--- config.mk ---
export PLATFORM = sky130hd
export DESIGN_NAME = imem_boot_ctrl
export DESIGN_NICKNAME = d
export VERILOG_FILES = /design/src/rtl/imem_ctrl_pkg.sv /design/src/rtl/imem_boot_ctrl.sv
export SDC_FILE = /design/constraint.sdc
export NUM_CORES = 1
export LEC_CHECK = 0
export ABC_AREA = 0
export CAP_MARGIN = 20
export CORE_ASPECT_RATIO = 1.25
export CORE_UTILIZATION = 34
export CTS_CLUSTER_SIZE = 24
export DETAILED_ROUTE_END_ITERATION = 16
export GPL_TIMING_DRIVEN = 0
export MAX_ROUTING_LAYER = met4
export PLACE_DENSITY = 0.85
export SLEW_MARGIN = 20
export SYNTH_ARGS = -nofsm -noshare
export SYNTH_HDL_FRONTEND = slang
export SYNTH_SLANG_ARGS = --single-unit
export TNS_END_PERCENT = 100
--- constraint.sdc ---
create_clock -name clk -period 3.8 [get_ports clk]
set_clock_uncertainty 0.1 [all_clocks]
set_input_delay 0.76 -clock clk [delete_from_list [all_inputs] [get_ports clk]]
set_output_delay 0.76 -clock clk [all_outputs]
set_load 0.01 [all_outputs]
--- src/rtl/imem_ctrl_pkg.sv ---
// Shared types and constants for the instruction-memory boot controller.
package imem_ctrl_pkg;

  localparam int          ADDR_W_DEF = 10;
  localparam int          DEPTH_DEF  = 1 << ADDR_W_DEF;
  localparam logic [31:0] FAULT_WORD = 32'h0000_0000;

  typedef enum logic [2:0] {
    S_IDLE  = 3'd0,
    S_LOAD  = 3'd1,
    S_RUN   = 3'd2,
    S_DRAIN = 3'd3,
    S_ERR   = 3'd4
  } state_e;

endpackage

--- src/rtl/imem_boot_ctrl.sv ---
// Arbitrates the single instruction-memory port between the boot-load stream and CPU fetch.
// Fetch latency is one cycle at one per cycle; loader and fetch are gated by ld_ready/fetch_ready per state.
module imem_boot_ctrl #(
  parameter int ADDR_W = imem_ctrl_pkg::ADDR_W_DEF
) (
  input  logic              clk,
  input  logic              rst,
  input  logic              boot_start,
  input  logic              ld_valid,
  output logic              ld_ready,
  input  logic [31:0]       ld_data,
  input  logic              ld_last,
  input  logic              fetch_req,
  input  logic [31:0]       fetch_addr,
  output logic              fetch_ready,
  output logic              fetch_valid,
  output logic [31:0]       fetch_instr,
  output logic              fetch_fault,
  output logic [ADDR_W-1:0] mem_addr,
  output logic              mem_we,
  output logic [31:0]       mem_wdata,
  input  logic [31:0]       mem_rdata,
  output logic              cpu_hold,
  output logic [ADDR_W:0]   load_count,
  output logic              load_err
);
  import imem_ctrl_pkg::*;

  state_e            state_q, state_d;
  logic [ADDR_W:0]   wr_ptr_q, wr_ptr_d;
  logic              load_err_q, load_err_d;
  logic              fetch_valid_q, fetch_valid_d;
  logic [31:0]       fetch_instr_q, fetch_instr_d;
  logic              fetch_fault_q, fetch_fault_d;

  logic              full;
  logic              fetch_bad;

  // The write pointer doubles as the load count; its top bit means all DEPTH words are in.
  assign full      = wr_ptr_q[ADDR_W];
  assign fetch_bad = (|fetch_addr[1:0]) | (|fetch_addr[31:ADDR_W+2]);

  always_comb begin
    state_d       = state_q;
    wr_ptr_d      = wr_ptr_q;
    load_err_d    = load_err_q;
    fetch_valid_d = 1'b0;
    fetch_instr_d = fetch_instr_q;
    fetch_fault_d = fetch_fault_q;
    ld_ready      = 1'b0;
    fetch_ready   = 1'b0;
    cpu_hold      = 1'b1;
    mem_addr      = '0;
    mem_we        = 1'b0;
    mem_wdata     = '0;

    case (state_q)
      S_IDLE: begin
        if (boot_start) begin
          state_d    = S_LOAD;
          wr_ptr_d   = '0;
          load_err_d = 1'b0;
        end
      end

      S_LOAD: begin
        ld_ready  = 1'b1;
        mem_addr  = wr_ptr_q[ADDR_W-1:0];
        mem_wdata = ld_data;
        mem_we    = ld_valid & ~full;
        if (ld_valid) begin
          if (!full) begin
            wr_ptr_d = wr_ptr_q + {{ADDR_W{1'b0}}, 1'b1};
            if (ld_last) state_d = S_RUN;
          end else begin
            // Image larger than the memory: drop the word and park in ERR.
            load_err_d = 1'b1;
            state_d    = S_ERR;
          end
        end
      end

      S_RUN: begin
        fetch_ready = 1'b1;
        cpu_hold    = 1'b0;
        mem_addr    = fetch_addr[ADDR_W+1:2];
        if (fetch_req) begin
          fetch_valid_d = 1'b1;
          fetch_instr_d = fetch_bad ? FAULT_WORD : mem_rdata;
          fetch_fault_d = fetch_bad;
        end
        if (boot_start) state_d = S_DRAIN;
      end

      S_DRAIN: begin
        // The response registered on the last RUN cycle is presented here.
        state_d    = S_LOAD;
        wr_ptr_d   = '0;
        load_err_d = 1'b0;
      end

      S_ERR: begin
        if (boot_start) begin
          state_d    = S_LOAD;
          wr_ptr_d   = '0;
          load_err_d = 1'b0;
        end
      end

      default: state_d = S_IDLE;
    endcase
  end

  always_ff @(posedge clk) begin
    if (rst) begin
      state_q       <= S_IDLE;
      wr_ptr_q      <= '0;
      load_err_q    <= 1'b0;
      fetch_valid_q <= 1'b0;
      fetch_instr_q <= '0;
      fetch_fault_q <= 1'b0;
    end else begin
      state_q       <= state_d;
      wr_ptr_q      <= wr_ptr_d;
      load_err_q    <= load_err_d;
      fetch_valid_q <= fetch_valid_d;
      fetch_instr_q <= fetch_instr_d;
      fetch_fault_q <= fetch_fault_d;
    end
  end

  assign fetch_valid = fetch_valid_q;
  assign fetch_instr = fetch_instr_q;
  assign fetch_fault = fetch_fault_q;
  assign load_count  = wr_ptr_q;
  assign load_err    = load_err_q;

endmodule

==> impl_metrics.tcl <==
set metrics [dict create \
    critical_path_class "flip-flop to output pin" \
    antenna_left 0 \
    critPathMaxStageDelay_ns 0.68 \
    critical_path_arrival_ns 2.66 \
    max-cap-violations 0 \
    grt_usage_pct 24.5 \
    maxSlewHeadroom_pct 32.9 \
    wl_um 8260 \
    synth_flop_cell "dfxtp_1" \
    layout_commonest_cell "clkdlybuf4s50_1" \
    row_count 32 \
    drt_iter0_drc 140 \
    switching_power_mw 0.333 \
    hold_buffers 0 \
    reg2reg_to "fetch_instr[6]$_SDFFE_PP0P_" \
    ios 194 \
    power.density_nw_per_um2 300 \
    synth_edf_count 0 \
    hold_ws_ns 0.374 \
    p_comb_share_pct 27.1 \
    setup_violations 0 \
    dr.pass1.iters 4 \
    port_buffers 192 \
    ys_seq_area_share_pct 43.3 \
    synth-seq-cells 49 \
    required_ns 2.94 \
    grt_max_degree 17 \
    gp_congestion 0.843 \
    grt_pass1_wl_um 12800 \
    fillers 499 \
    finalSetupTns_ns 0 \
    cts_buffers 5 \
    clockPowerShare_pct 33.6 \
    dp_hpwl_um 6690 \
    core-area_um2 6290 \
    slew_violations 0 \
    critical-path-top-delay-family "buffers and inverters" \
    antenna_found_initial 0 \
    synth.avg_cell_area_um2 9.32 \
    clk_pin_slew_ns 0.09 \
    grt_overflow 0 \
    clockBufferDepth 2 \
    crit_path_max_fanout 10 \
    tightest_slew_ns 0.998 \
    ctsResizeCount 0 \
    drive_gt1_share_pct 4.74 \
    cp-start-kind "flip-flop" \
    routedWlPerCell_um 15.6 \
    endpoint_kind "output pin" \
    multiInputGateArea_um2 1180 \
    vdd_drop_max_mv 0.242 \
    final_nets 545 \
    worstPathCellList "buf_2 > nor3b_2 > clkbuf_1 > a22o_1 > clkdlybuf4s50_1" \
    cp.depth 5 \
    ys_types 42 \
    antenna_cells 0 \
    cts_setup_buffers 0 \
    final_core_util_pct 70.5 \
    critical_path_buf_inv_count 3 \
    share_seq_of_total_power_pct 39.3 \
    p_int_mw 0.995 \
    final_cell_mix "clkdlybuf4s50_1, dfxtp_1, a22o_1" \
    syn_to_final_growth_pct 95.6 \
    min_path_type "flip-flop to flip-flop" \
    htree_levels 2 \
    leakage_nw 1.60 \
    synth_cells 243 \
    crit_path_end "mem_addr[0]" \
    regArea_um2 981 \
    cts_sinks 49 \
    r2r_slack_ns 1.51 \
    clk_latency_ns 0.30 \
    ff2ff_path_depth 6 \
    r2r_start "state_q[1]$_SDFFE_PP0P_" \
    via_count 2679 \
    syn_area_um2 2270 \
    status "complete, no violations" \
    die_h_um 93.3 \
    die_w_um 75.0 \
    cts_tree "done" \
    vias_per_cell 5.07 \
    async_reset_ff_share_pct 0 \
    rsz0062_at_grt "no" \
    clock.fmax_mhz 284 \
    initial_core_util_pct 36.0 \
    cp-startpoint "state_q[1]$_SDFFE_PP0P_" \
    hold_violations 0 \
    netSwitchingFraction_pct 25.1 \
    grt_pass1_vias 2813 \
    syn-num-nets 346 \
    die_area_um2 7000 \
    crit_slowest_cell "nor3b_2" \
    root_buffer "clkbuf_8" \
    finalCriticalPeriod_ns 3.52 \
    min_period_over_period_pct 92.7 \
    yosys_warnings 0 \
    drc 0 \
]
-- power by group through the flow --
stage	combinational, mW	sequential [mW]	clock (mW)
4_1_cts	0.362	0.522	0.454
5_1_grt	0.391	0.523	0.474
3_3_place_gp	0.352	0.534	0
3_5_place_dp	0.359	0.534	0
2_1_floorplan	0.140	0.535	0
6_report	0.360	0.522	0.446
-- final cells by class --
cell class                 count  share of cell area (%)
inverter                       4                   0.339
clock buffer                   5                    1.55
tap                           85                    2.40
buffer                        19                    2.12
clock inverter                 3                    1.55
multi-input combinational    171                    26.5
timing repair buffer         192                    43.4
sequential                    49                    22.1
-- kinds of logic after synthesis --
kind of cell	Yosys count	share of synthesized area [%]
DFF	49	43.3
buffers and inverters	23	4.80
AOI/OAI and AO/OA	78	26.7
and+or+nand+nor	92	24.6
adders and majority gates	1	0.552
-- per-stage QoR --
| stage | cells | setup slack [ns] | instance area [um^2] | total power [mW] |
|---|---|---|---|---|
| detailed placement | 520 | 0.655 | 4290 | 0.893 |
| floorplan | 243 | 1.49 | 2270 | 0.675 |
| CTS | 528 | 0.316 | 4430 | 1.34 |
| global route | 528 | 0.116 | 4430 | 1.39 |
| global placement | 520 | 0.680 | 4290 | 0.886 |
| finish | 528 | 0.277 | 4430 | 1.33 |
-- Yosys cell counts (all sizes together) (4+ instances only) --
cell type   n  area, um^2
and2       32         200
o21ai       4        20.0
a22o       42         368
clkbuf     11        41.3
a311oi      5        43.8
dfxtp      49         981
nor4        5        31.3
nand2b      6        37.5
nand3       9        45.0
nand2       9        33.8
nor3        5        30.0
nand4       4        25.0
buf         8        52.5
a21oi      13        65.1
nor2        9        33.8
-- state kept, by name, indices dropped and copies added (netlist names) --
signal / cells
state_q: 3
load_err: 1
fetch_valid: 1
fetch_fault: 1
load_count: 11
fetch_instr: 32
-- per-layer routing --
layer  GRT usage (%)  vias to the layer above  share of wire (%)
li1                -                     1299                  -
met1            23.5                     1217                 36
met2            46.3                      144                 53
met3            4.09                       19                7.7
met4            11.0                        0                2.6
met5               -                        -                  0
-- worst min path at each step --
stage,startpoint,to,cells past startpoint,slack (ns)
after detailed placement,load_err$_SDFFE_PP0P_,load_err$_SDFFE_PP0P_,2,0.36
final,load_err$_SDFFE_PP0P_,load_err$_SDFFE_PP0P_,2,0.37
after floorplan,load_err$_SDFFE_PP0P_,load_err$_SDFFE_PP0P_,2,0.37
after global routing,fetch_instr[24]$_SDFFE_PP0P_,fetch_instr[24]$_SDFFE_PP0P_,1,0.40
after global placement,load_err$_SDFFE_PP0P_,load_err$_SDFFE_PP0P_,2,0.34
after CTS,load_err$_SDFFE_PP0P_,load_err$_SDFFE_PP0P_,2,0.38
-- worst register-to-register path, cell delays in order (launching register included) --
cell and delay, ns:
dfxtp_1 0.31, buf_2 0.18, nor3b_2 0.68, nand4_1 0.24, nor3_2 0.33, buf_4 0.24
a22o_1 0.14
Note: power is estimated with default switching activity, not from simulation.
